==> src/rtl/count_bcd_seg7_if.sv <==
// Display-stage bus: counter value and strobe in, 7-segment drive and BCD result out.
interface count_bcd_seg7_if;
    logic [7:0]  Count;
    logic        CLK_200KHz;
    logic [7:0]  SEG;
    logic [2:0]  DIG;
    logic [11:0] BCD;
    logic        Valid;

    modport master (
        output Count,
        output CLK_200KHz,
        input  SEG,
        input  DIG,
        input  BCD,
        input  Valid
    );

    modport slave (
        input  Count,
        input  CLK_200KHz,
        output SEG,
        output DIG,
        output BCD,
        output Valid
    );
endinterface

==> src/rtl/count_bcd_seg7.sv <==
// Binary-to-BCD (sequential double dabble) plus 3-digit multiplexed 7-segment driver.
// Optional leading-zero blanking is enabled by defining SEG7_LZB_EN.
module count_bcd_seg7 #(
    parameter int unsigned SCAN_DIV       = 50000,
    parameter bit          SEG_ACTIVE_LOW = 1'b1
) (
    input logic             CLK_50MHz,
    input logic             Res,
    count_bcd_seg7_if.slave bus
);

    localparam int unsigned CntW   = (SCAN_DIV > 2) ? $clog2(SCAN_DIV) : 1;
    localparam logic [7:0]  SegOff = SEG_ACTIVE_LOW ? 8'hFF : 8'h00;
    localparam logic [2:0]  DigOff = SEG_ACTIVE_LOW ? 3'b111 : 3'b000;

    typedef enum logic [2:0] {StIdle, StLoad, StAdj, StShf, StDone} state_e;

    state_e         state_q;
    logic [2:0]     sync_q;
    logic [7:0]     shift_q;
    logic [11:0]    scratch_q;
    logic [2:0]     bit_cnt_q;
    logic [11:0]    bcd_q;
    logic           valid_q;
    logic [CntW-1:0] scan_cnt_q;
    logic [1:0]     digit_q;
    logic [7:0]     seg_q;
    logic [2:0]     dig_q;
    logic           start;

    // The strobe is asynchronous data here: two flops to settle, a third to find the edge.
    assign start = sync_q[1] & ~sync_q[2];

    always_ff @(posedge CLK_50MHz or negedge Res) begin
        if (!Res) begin
            sync_q <= 3'b000;
        end else begin
            sync_q <= {sync_q[1:0], bus.CLK_200KHz};
        end
    end

    always_ff @(posedge CLK_50MHz or negedge Res) begin
        if (!Res) begin
            state_q   <= StIdle;
            shift_q   <= 8'h00;
            scratch_q <= 12'h000;
            bit_cnt_q <= 3'd0;
            bcd_q     <= 12'h000;
            valid_q   <= 1'b0;
        end else begin
            valid_q <= 1'b0;
            unique case (state_q)
                StIdle: begin
                    if (start) state_q <= StLoad;
                end
                StLoad: begin
                    shift_q   <= bus.Count;
                    scratch_q <= 12'h000;
                    bit_cnt_q <= 3'd0;
                    state_q   <= StAdj;
                end
                StAdj: begin
                    for (int i = 0; i < 3; i++) begin
                        if (scratch_q[4*i +: 4] >= 4'd5) begin
                            scratch_q[4*i +: 4] <= scratch_q[4*i +: 4] + 4'd3;
                        end
                    end
                    state_q <= StShf;
                end
                StShf: begin
                    {scratch_q, shift_q} <= {scratch_q[10:0], shift_q, 1'b0};
                    bit_cnt_q            <= bit_cnt_q + 3'd1;
                    state_q              <= (bit_cnt_q == 3'd7) ? StDone : StAdj;
                end
                StDone: begin
                    bcd_q   <= scratch_q;
                    valid_q <= 1'b1;
                    state_q <= StIdle;
                end
                default: state_q <= StIdle;
            endcase
        end
    end

    always_ff @(posedge CLK_50MHz or negedge Res) begin
        if (!Res) begin
            scan_cnt_q <= '0;
            digit_q    <= 2'd0;
        end else if (scan_cnt_q == CntW'(SCAN_DIV - 1)) begin
            scan_cnt_q <= '0;
            digit_q    <= (digit_q == 2'd2) ? 2'd0 : digit_q + 2'd1;
        end else begin
            scan_cnt_q <= scan_cnt_q + CntW'(1);
        end
    end

    function automatic logic [6:0] seg_decode(input logic [3:0] nib);
        case (nib)
            4'd0:    return 7'h3F;
            4'd1:    return 7'h06;
            4'd2:    return 7'h5B;
            4'd3:    return 7'h4F;
            4'd4:    return 7'h66;
            4'd5:    return 7'h6D;
            4'd6:    return 7'h7D;
            4'd7:    return 7'h07;
            4'd8:    return 7'h7F;
            4'd9:    return 7'h6F;
            default: return 7'h00;
        endcase
    endfunction

    logic [3:0] nibble;
    logic       blank;
    logic [7:0] seg_next;
    logic [2:0] dig_next;

    always_comb begin
        nibble   = 4'h0;
        dig_next = DigOff;
        unique case (digit_q)
            2'd0: begin nibble = bcd_q[3:0];  dig_next = 3'b001 ^ DigOff; end
            2'd1: begin nibble = bcd_q[7:4];  dig_next = 3'b010 ^ DigOff; end
            2'd2: begin nibble = bcd_q[11:8]; dig_next = 3'b100 ^ DigOff; end
            default: ;
        endcase
`ifdef SEG7_LZB_EN
        blank = ((digit_q == 2'd2) && (bcd_q[11:8] == 4'h0)) ||
                ((digit_q == 2'd1) && (bcd_q[11:4] == 8'h00));
`else
        blank = 1'b0;
`endif
        seg_next = blank ? SegOff : ({1'b0, seg_decode(nibble)} ^ SegOff);
    end

    always_ff @(posedge CLK_50MHz or negedge Res) begin
        if (!Res) begin
            seg_q <= SegOff;
            dig_q <= DigOff;
        end else begin
            seg_q <= seg_next;
            dig_q <= dig_next;
        end
    end

    assign bus.SEG   = seg_q;
    assign bus.DIG   = dig_q;
    assign bus.BCD   = bcd_q;
    assign bus.Valid = valid_q;

endmodule

==> src/flat_wrapper.sv <==
// flat-port wrapper written by rule: the top's interface ports become plain ports
module count_bcd_seg7_flat 
#(
    parameter int unsigned SCAN_DIV       = 50000,
    parameter bit          SEG_ACTIVE_LOW = 1'b1
)
  (CLK_50MHz, Res, bus_Count, bus_CLK_200KHz, bus_SEG, bus_DIG, bus_BCD, bus_Valid);
  count_bcd_seg7_if bus_i ();
  input logic CLK_50MHz;
  input logic Res;
  input wire logic [$bits(bus_i.Count)-1:0] bus_Count;
  input wire logic [$bits(bus_i.CLK_200KHz)-1:0] bus_CLK_200KHz;
  output wire logic [$bits(bus_i.SEG)-1:0] bus_SEG;
  output wire logic [$bits(bus_i.DIG)-1:0] bus_DIG;
  output wire logic [$bits(bus_i.BCD)-1:0] bus_BCD;
  output wire logic [$bits(bus_i.Valid)-1:0] bus_Valid;
  assign bus_i.Count = bus_Count;
  assign bus_i.CLK_200KHz = bus_CLK_200KHz;
  assign bus_SEG = bus_i.SEG;
  assign bus_DIG = bus_i.DIG;
  assign bus_BCD = bus_i.BCD;
  assign bus_Valid = bus_i.Valid;
  count_bcd_seg7 #(.SCAN_DIV(SCAN_DIV), .SEG_ACTIVE_LOW(SEG_ACTIVE_LOW)) u_core (.CLK_50MHz(CLK_50MHz), .Res(Res), .bus(bus_i));
endmodule
==> config.mk <==
export PLATFORM = sky130hd
export DESIGN_NAME = count_bcd_seg7_flat
export DESIGN_NICKNAME = d
export VERILOG_FILES = /design/src/rtl/count_bcd_seg7_if.sv /design/src/rtl/count_bcd_seg7.sv /design/src/flat_wrapper.sv
export SDC_FILE = /design/constraint.sdc
export NUM_CORES = 1
export LEC_CHECK = 0
export CORE_MARGIN = 1.5
export CORE_UTILIZATION = 35
export CTS_CLUSTER_DIAMETER = 50
export CTS_CLUSTER_SIZE = 24
export DETAILED_ROUTE_END_ITERATION = 16
export HOLD_SLACK_MARGIN = 0.03
export PLACE_DENSITY = 0.54
export SKIP_LAST_GASP = 1
export SYNTH_ARGS = -nofsm -noshare
export SYNTH_HDL_FRONTEND = slang
export SYNTH_SLANG_ARGS = --single-unit
==> constraint.sdc <==
create_clock -name CLK_50MHz -period 2.2 [get_ports CLK_50MHz]
set_input_delay 0.22 -clock CLK_50MHz [delete_from_list [all_inputs] [get_ports CLK_50MHz]]
set_output_delay 0.22 -clock CLK_50MHz [all_outputs]
set_load 0.02 [all_outputs]
# == Yosys cells after proc, flatten, opt, wreduce, memory -nomap -nowiden ==
# Memory sizes are Yosys's and may differ from the RTL's.
# Cells that the tools add are included.
# totals
in_bits,11
ram_bits,0
wordCells,59
latch_bits,0
reg_bits,71
out_inout_bits,24
mem_count,1
mem_bits_ro,112
# classes
n_addsub,6
n_mux,14
n_lt_le_gt_ge,3
shifts,0
n_bitwise,3
n_div,0
eq_ne,12
reduce_logical,7
multipliers,0
# memory_table
memory,words,width,rd,rd_clocked_by_memory_dff,write_ports,line,rtl
(no name shown),16,7,1,0,0,count_bcd_seg7.sv:98,case (nib)
# ops
cell,count
case mux 12 bit (3 select lines),1
adder 16 x 1 -> 16 bit (second input constant),1
== test 16 bit (second input constant),1
2-to-1 mux 16 bit,1
case mux 8 bit (2 select lines),1
adder 4 x 2 -> 4 bit (second input constant),3
>= comparator 4 x 3 -> 1 bit (second input constant),3
2-to-1 mux 4 bit,3
case mux 3 bit (4 select lines),1
case mux 4 bit (3 select lines),1
case mux 3 bit (3 select lines),1
!= test 2 x 1 -> 1 bit (second input constant),4
inverter 7 -> 8 bit,1
== test 3 x 2 -> 1 bit (second input constant),2
== test 3 bit (second input constant),2
2-to-1 mux 3 bit,2
case mux 3 bit (2 select lines),1
AND reduction 2 bit,3
adder 3 x 1 -> 3 bit (second input constant),1
== test 3 x 1 -> 1 bit (second input constant),1
zero test 3 bit,1
nonzero test 3 bit,1
adder 2 x 1 -> 2 bit (second input constant),1
== test 2 x 1 -> 1 bit (second input constant),1
7 further kinds,7

# == Depth between registers and ports, before layout ==
# Gate-level depths: netlist (run 1).
# logic_depth
word_depth,4
mapped_depth,8

# == Least setup slack after synthesis (run 1) ==
# No wires, ideal clock.
# synth_path
path_type,register -> register
from,register u_core.digit_q[0]
to,register u_core.seg_q[4] (netlist: u_core.bus.SEG[4])
setup_slack_ns,0.538
n_path_buf,1
arrival_ns,1.589
path_stages_with_launch,9
cell_sequence,dfrtp_1 > buf_2 > mux2i_1 > nor2_1 > a21oi_1 > inv_1 > ha_1 > a2bb2oi_1 > a21oi_1
# synth_via
elab_chain_cells,4
# synth_rtl
element,line,rtl
start: declaration,count_bcd_seg7.sv:26,logic [1:0] digit_q;
start signal: assignment,count_bcd_seg7.sv:91,digit_q <= (digit_q == 2'd2) ? 2'd0 : digit_q + 2'd1;
== test 2 bit (tied with other cells),count_bcd_seg7.sv:121,unique case (digit_q)
case mux 4 bit (3 select lines) *,count_bcd_seg7.sv:121,
memory read (16 x 7 bit) *,n/a,
inverter 7 -> 8 bit (no line) *,n/a,
net u_core.seg_next[4],count_bcd_seg7.sv:115,logic [7:0] seg_next;
end signal: assignment,count_bcd_seg7.sv:138,seg_q <= SegOff;
end signal: assignment,count_bcd_seg7.sv:141,seg_q <= seg_next;
end: declaration,count_bcd_seg7.sv:27,logic [7:0] seg_q;
# The timed path passes the listed nets; every way through them passes the cells marked *.
# A chain may end at the register's enable or synchronous reset.

# == Worst setup path after layout (run 1) ==
# Ends and elaborated chain as after synthesis.

==> results by group, run 1 <==
Clock tree
  • Deepest clock path buffer count: 2
  • Clock sink total: 70
  • Root buffer cell: clkbuf_8
  • CTS H-tree lvls: 3
  • Setup Buffers After CTS: 0
  • CTS clk-pin slew, worst paths: roughly 80 ps
  • Cts bufs inserted: 9
  • CTS tree: done
  • Clk_lat worst skew: ~330 ps

Critical path
  • Max FO, Critical Path: 7
  • Slowest CP cell: dfrtp_1
  • Crit path DAT: 2200 ps
  • Crit path capture type: flop
  • Critical path class: flop to flop
  • Data required time of the critical path: 2470 ps
  • CP peak stage delay: around 500 ps
  • Reg2Reg Setup Slack: 270 ps
  • CP Launch Type: flop
  • Critical path, cell by cell: mux2i_1, nor2_1, a21oi_1, inv_1, ha_1, a2bb2oi_1, a21oi_1
  • Most common cell on crit path: a21oi_1

Drt
  • First drt pass iteration count: 4
  • Routed vias/inst: roughly 4.8
  • Initial DRC Count: 60
  • Via count: ~2.3k
  • Final ANT Viol Nets: 0
  • Post-Route WL: roughly 6500 um
  • Avg WL per Cell: between 10 and 15 um
  • Number of remaining DRC errors: 0

Global routing
  • Gr usage total: ~13%
  • First-pass GRT wire length: 10800 um
  • Number of global-route vias before repair: about 2.2k
  • GRT Residual Overflow: 0
  • Largest net degree at the start of global routing: 48
  • Initial antenna violation count: 0

Synth
  • Syn Area/Cell: around 11 um2
  • YS warnings: 0
  • Post-synth top area cell: dfrtp_1
  • Synth Instances: 297
  • Yosys reg bits: 70
  • Synth top area cells: dfrtp_1, dfstp_2, mux2i_1
  • Most frequent cell after synthesis: dfrtp_1
  • Cell Area, Synth: 3370 um2
  • Synth Net Count: 322
  • Post-synth EDFFs: 0
  • Fraction of registers with async set/reset: between 90% and 100%
  • Post-synth top cells: dfrtp_1, inv_1, mux2i_1
  • Primary FF master, synth: dfrtp_1
  • Top cell type's share of synthesized area: 44.6%
  • Yosys cell types: between 50 and 60
  • Seq/Total Area, Yosys: between 50% and 60%

Power
  • Comb pwr share: between 30% and 40%
  • Sequential fraction of design power: ~39%
  • Pleak: 1.89 nW
  • Internal power: approximately 0.0030 W
  • Total power: 0.00458 W
  • Net Switching: about 0.0016 W
  • Switch share: 35.2%
  • Clk pwr share: approximately 23%
  • Power density cells: about 1100 nW/um2
  • Worst vdd ir: about 570 uV

STA
  • Unrepaired setup endpoints after global routing: false
  • Fin crit share: between 80 and 90%
  • Final worst setup slack: around 270 ps
  • Final clock skew: approximately 11 ps
  • Final Setup Violations: 0
  • Worst-Margin Slew: about 570 ps
  • F_max: between 500 and 600 MHz
  • Setup_tns: 0 ps
  • Min cycle time layout: slightly below 2000 ps
  • Max-slew violations: 0
  • Worst hold margin: approximately 350 ps
  • Final Hold Vio Count: 0
  • Max-slew headroom: between 60% and 70%

Place
  • Routability congestion estimate: ~0.76
  • Hpwl dp: between 4000 and 5000 um
  • Number of port buffers: 33
  • Worst slack, placed: ~280 ps

Cells and area
  • Final net count: approximately 370
  • Sequential cell area: ~1800 um2
  • Fin util: between 40% and 50%
  • Fraction of layout cells with a size suffix above 1: approximately 18%
  • P&R area growth vs syn: 21.4%
  • Multi-input logic area: about 1500 um2
  • Filler cell count: between 800 and 900
  • N_diodes: 0

Die
  • Die Area: approximately 10000 um2
  • Core area: approximately 9300 um2
  • Ports: 35
  • Die Y: around 100 um
  • Initial Util: ~36%
  • Chip width: a little over 100 um
  • FP Rows: 35

Outcome
  • Status: finished clean

Min path
  • Worst hold path type: flop to flop

Flow run
  • Max Cap Viol: 0
worst max-delay path, delay by kind of cell, from the launching register on:
family	cells	cell delay, ps
buf+inv	1	170
fa+ha+maj	1	230
flops	1	500
mux	1	240
compound gates	3	660
simple gates	1	50
path summary, 6_finish.rpt:
path / start / end / cells after the start
max in group asynchronous: Res / u_core.bus.DIG[2]$_DFF_PN1_ / 3
worst max-delay path: u_core.digit_q[0]$_DFFE_PN0N_ / u_core.bus.SEG[4]$_DFF_PN1_ / 7
worst min-delay path: u_core.sync_q[0]$_DFF_PN0_ / u_core.sync_q[1]$_DFF_PN0_ / 0
worst min register to register: u_core.sync_q[0]$_DFF_PN0_ / u_core.sync_q[1]$_DFF_PN0_ / 0
worst max register to register: u_core.digit_q[0]$_DFFE_PN0N_ / u_core.bus.SEG[4]$_DFF_PN1_ / 7
min in group asynchronous: Res / u_core.shift_q[2]$_DFFE_PN0P_ / 2
area by class of cell:
| class | count | share of cell area (%) |
|---|---|---|
| Clock buffer | 13 | 3.89 |
| Clock inverter | 3 | 1.04 |
| Inverter | 21 | 1.93 |
| Multi-Input combinational cell | 196 | 36.1 |
| Sequential cell | 70 | 43.1 |
| Tap cell | 129 | 3.95 |
| Timing Repair Buffer | 42 | 9.98 |
cell families after synthesis:
| logic type | count (synthesis) | share of synthesized area, % |
|---|---|---|
| compound gates | 61 | 12.6 |
| xor+xnor | 14 | 3.64 |
| fa+ha+maj | 14 | 5.20 |
| buf+inv | 31 | 4.01 |
| flops | 70 | 52.4 |
| mux | 36 | 11.3 |
| other cells | 1 | 0.111 |
| simple gates | 70 | 10.7 |
cell usage in the layout, fill, tap and decap left out, drive strengths merged, types with 4 or more instances in the layout:
cell,count
dfstp,10
mux2i,19
o21bai,4
mux2,17
clkdlybuf4s50,32
dfrtp,60
clkbuf,13
nand4,5
inv,21
nor2,20
a22oi,5
buf,9
ha,14
xor2,6
nand3,5
xnor2,8
a22o,5
or2,4
nor3,8
o21ai,13
nand2,18
a21oi,13
flip-flops by register name, summed over array words and instances (netlist names):
signal,count
u_core.bus.SEG,7
u_core.digit_q,2
u_core.scan_cnt_q,16
u_core.scratch_q,12
u_core.bus.BCD,12
u_core.sync_q,3
u_core.bus.Valid,1
u_core.state_q,3
u_core.shift_q,8
u_core.bus.DIG,3
u_core.bit_cnt_q,3
routing by layer:
| layer | vias to the layer above | wire, um | global-route usage (%) |
|---|---|---|---|
| li1 | 1132 | - | - |
| met1 | 1104 | 3200 | 18.3 |
| met4 | 0 | 120 | 5.98 |
| met5 | - | 0 | 0 |
| met2 | 25 | 3010 | 20.8 |
| met3 | 11 | 151 | 2.84 |
stage by stage:
| stage | cells | area [um2] |
|---|---|---|
| after floorplan | 297 | 3370 |
| after global placement | 457 | 3880 |
| after detailed placement | 457 | 3880 |
| after CTS | 474 | 4090 |
| after global routing | 474 | 4090 |
| final | 474 | 4090 |
power by group through the flow:
stage	logic (W)	clock network, W	registers [W]
floorplan	0.00126	0	0.00182
global placement	0.00173	0	0.00182
detailed placement	0.00174	0	0.00182
CTS	0.00175	0.00111	0.00180
global route	0.00193	0.00115	0.00184
finish	0.00173	0.00106	0.00180
timing repair:
item	4_1_cts	5_1_grt
gates resized for setup	0	0
endpoints found under the hold margin	23	0
hold buffers	1	0
(Power assumes the default switching activity.)
==> inputs of run 2 (changes only) <==
--- a/config.mk
+++ b/config.mk
@@ -5,6 +5,7 @@
 export SDC_FILE = /design/constraint.sdc
 export NUM_CORES = 1
 export LEC_CHECK = 0
+export ABC_CLOCK_PERIOD_IN_PS = 2200
 export CORE_MARGIN = 1.5
 export CORE_UTILIZATION = 35
 export CTS_CLUSTER_DIAMETER = 50
@@ -12,6 +13,7 @@
 export DETAILED_ROUTE_END_ITERATION = 16
 export HOLD_SLACK_MARGIN = 0.03
 export PLACE_DENSITY = 0.54
+export REMOVE_ABC_BUFFERS = 1
 export SKIP_LAST_GASP = 1
 export SYNTH_ARGS = -nofsm -noshare
 export SYNTH_HDL_FRONTEND = slang
==> run 2 against run 1 <==
Core utilization grew 0.86 points. Worst setup slack gained 70 ps. Non-clock buffer count is the same. Sequential power is essentially flat. Global-route usage grew 0.66 points. Fmax grew 3.8%. First-iteration DRC count shrank 15%. Count of clock-buffer cells in the layout shrank 4. Clock power grew 31%. Power grew 6.8%. Via count shrank 0.48%. Critical path type unchanged. Largest cell class unchanged.
==> results by group, run 2 (synthesis gave the netlist of run 1 again) <==
Outcome
  • Status: finished clean (unchanged)

Flow run
  • Max Cap Viol: 0 (unchanged)

Clock tree
  • Post-cts hold buffer count: 1 (unchanged)
  • Clk_lat worst skew: 350 ps (was 330 ps)
  • Cts bufs inserted: 9 (unchanged)
  • CTS tree: done (unchanged)
  • Deepest clock path buffer count: 2 (unchanged)
  • CTS clk-pin slew, worst paths: 80 ps (about the same)
  • Root buffer cell: clkbuf_8 (unchanged)
  • CTS H-tree lvls: 3 (unchanged)
  • Setup Buffers After CTS: 0 (unchanged)
  • Clock sink total: 70 (unchanged)
  • Post-CTS resize count: 0 (unchanged)

Critical path
  • Data required time of the critical path: 2480 ps (was 2470 ps)
  • Critical path class: flop to flop (unchanged)
  • Crit path capture type: flop (unchanged)
  • CP delay by family, top: compound AO/OA/AOI/OAI gates (unchanged)
  • WP buf/inv: 1 (unchanged)
  • Slowest CP cell: dfrtp_1 (unchanged)
  • CP Launch Type: flop (unchanged)
  • Critical path, cell by cell: mux2i_1, nor2_1, a21oi_1, inv_1, ha_1, a2bb2oi_1, a21oi_1 (unchanged)
  • CP peak stage delay: 510 ps (was 500 ps)
  • Most common cell on crit path: a21oi_1 (unchanged)
  • Max FO, Critical Path: 7 (unchanged)
  • Worst path depth: 7 (unchanged)
  • Crit path DAT: 2130 ps (was 2200 ps)
  • Worst reg2reg path depth: 7 (unchanged)

Drt
  • Via count: 2261 (was 2272)
  • First drt pass iteration count: 4 (unchanged)
  • Avg WL per Cell: 13.5 um (was 13.7 um)
  • Final ANT Viol Nets: 0 (unchanged)
  • Number of remaining DRC errors: 0 (unchanged)
  • Initial DRC Count: 51 (was 60)
  • Post-Route WL: 6390 um (was 6480 um)
  • Routed vias/inst: 4.77 (was 4.79)

Global routing
  • Number of global-route vias before repair: 2295 (was 2223)
  • GRT Residual Overflow: 0 (unchanged)
  • First-pass GRT wire length: 11200 um (was 10800 um)
  • Initial antenna violation count: 0 (unchanged)
  • Gr usage total: 14.1% (was 13.5%)
  • Largest net degree at the start of global routing: 29 (was 48)

STA
  • Final worst setup slack: 342 ps (was 271 ps)
  • Min cycle time layout: 1860 ps (was 1930 ps)
  • Fin crit share: 84.5% (was 87.7%)
  • Max-slew violations: 0 (unchanged)
  • F_max: 538 MHz (was 519 MHz)
  • Max-slew headroom: 55.9% (was 61.9%)
  • Unrepaired setup endpoints after global routing: false (unchanged)
  • Final Hold Vio Count: 0 (unchanged)
  • Worst-Margin Slew: 661 ps (was 569 ps)
  • Setup_tns: 0 ps (unchanged)
  • Final Setup Violations: 0 (unchanged)
  • Final clock skew: 12.5 ps (was 11.4 ps)

Die
  • Ports: 35 (unchanged)
  • Core area: 9280 um2 (unchanged)
  • Die Area: 10200 um2 (unchanged)
  • FP Rows: 35 (unchanged)
  • Initial Util: 36.3% (unchanged)
  • Chip width: 101 um (unchanged)
  • Die Y: 101 um (unchanged)

Cells and area
  • Most frequent cells in the layout: dfrtp_1, clkdlybuf4s50_1, inv_1, mux2i_1, nand2_1 (unchanged)
  • Top reg by flops: u_core.scan_cnt_q (unchanged)
  • Final net count: 365 (unchanged)
  • Final Non-Filler Cells: 474 (unchanged)
  • P&R area growth vs syn: 23.7% (was 21.4%)
  • N_diodes: 0 (unchanged)
  • Number of flip-flops in the largest register: 16 (unchanged)
  • Fraction of layout cells with a size suffix above 1: 18.6% (was 18.0%)
  • Design area: 4170 um2 (was 4090 um2)
  • Commonest non-fill, non-tap cell in the layout: dfrtp_1 (unchanged)
  • Fin util: 44.9% (was 44.0%)

Place
  • Routability congestion estimate: 0.784 (was 0.760)
  • Post-DP Area: 3890 um2 (was 3880 um2)
  • Hpwl dp: 4580 um (was 4560 um)
  • Number of port buffers: 33 (unchanged)
  • Worst slack, placed: 350 ps (was 284 ps)
  • Post-placement cell count: 457 (unchanged)

Min path
  • Worst hold path type: input port to flop (was flop to flop)
  • Hold Path Depth: 1 (was 0)

Power
  • Pleak: 1.92 nW (was 1.89 nW)
  • Power density cells: 1170 nW/um2 (was 1120 nW/um2)
  • Worst vdd ir: 749 uV (was 568 uV)
[run 2: changes by cell type in the layout (fill, tap and decap cells not counted), sizes merged]
cell    delta
bufinv     +3
inv        +1
clkbuf     -4
[run 2: final cells by class]
cell class                 instances  area [um2]
inverter                          21        78.8
tap                              129         161
clock inverter                     7         145
multi-input combinational        196        1480
timing repair buffer              42         420
clock buffer                       9         124
fill                             890        5110
sequential                        70        1760
[run 2: final timing paths]
check                      slack (ps)                     startpoint                               to
setup / recovery                  340  u_core.digit_q[0]$_DFFE_PN0N_      u_core.bus.SEG[4]$_DFF_PN1_
hold / removal                    310                 bus_CLK_200KHz       u_core.sync_q[0]$_DFF_PN0_
setup reg to reg                  340  u_core.digit_q[0]$_DFFE_PN0N_      u_core.bus.SEG[4]$_DFF_PN1_
hold reg to reg                   360     u_core.sync_q[0]$_DFF_PN0_       u_core.sync_q[1]$_DFF_PN0_
max in group asynchronous        1210                            Res    u_core.bus.BCD[8]$_DFFE_PN0P_
min in group asynchronous         420                            Res  u_core.scan_cnt_q[14]$_DFF_PN0_
[run 2: metrics by stage]
stage | total power, W | hold WS (ps)
floorplan | 0.00301 | -75.6
global placement | 0.00353 | 293
detailed placement | 0.00355 | 291
CTS | 0.00497 | 292
global route | 0.00527 | 294
finish | 0.00489 | 308
[run 2: where the power goes]
| group | switching (W) | leakage (nW) | total [W] | internal, W |
|---|---|---|---|---|
| sequential | 0.000227 | 0.890 | 0.00180 | 0.00157 |
| clock | 0.000514 | 0.130 | 0.00139 | 0.000873 |
| combinational | 0.000912 | 0.900 | 0.00171 | 0.000797 |
| total | 0.00165 | 1.92 | 0.00489 | 0.00324 |
[run 2: routing by layer]
layer	up-vias	share of wire (%)	global-route usage (%)
met4	0	1.0	4.17
met3	6	3.2	4.44
met1	1087	48	18.3
met5	-	0	0
met2	32	47	22.7
li1	1136	-	-
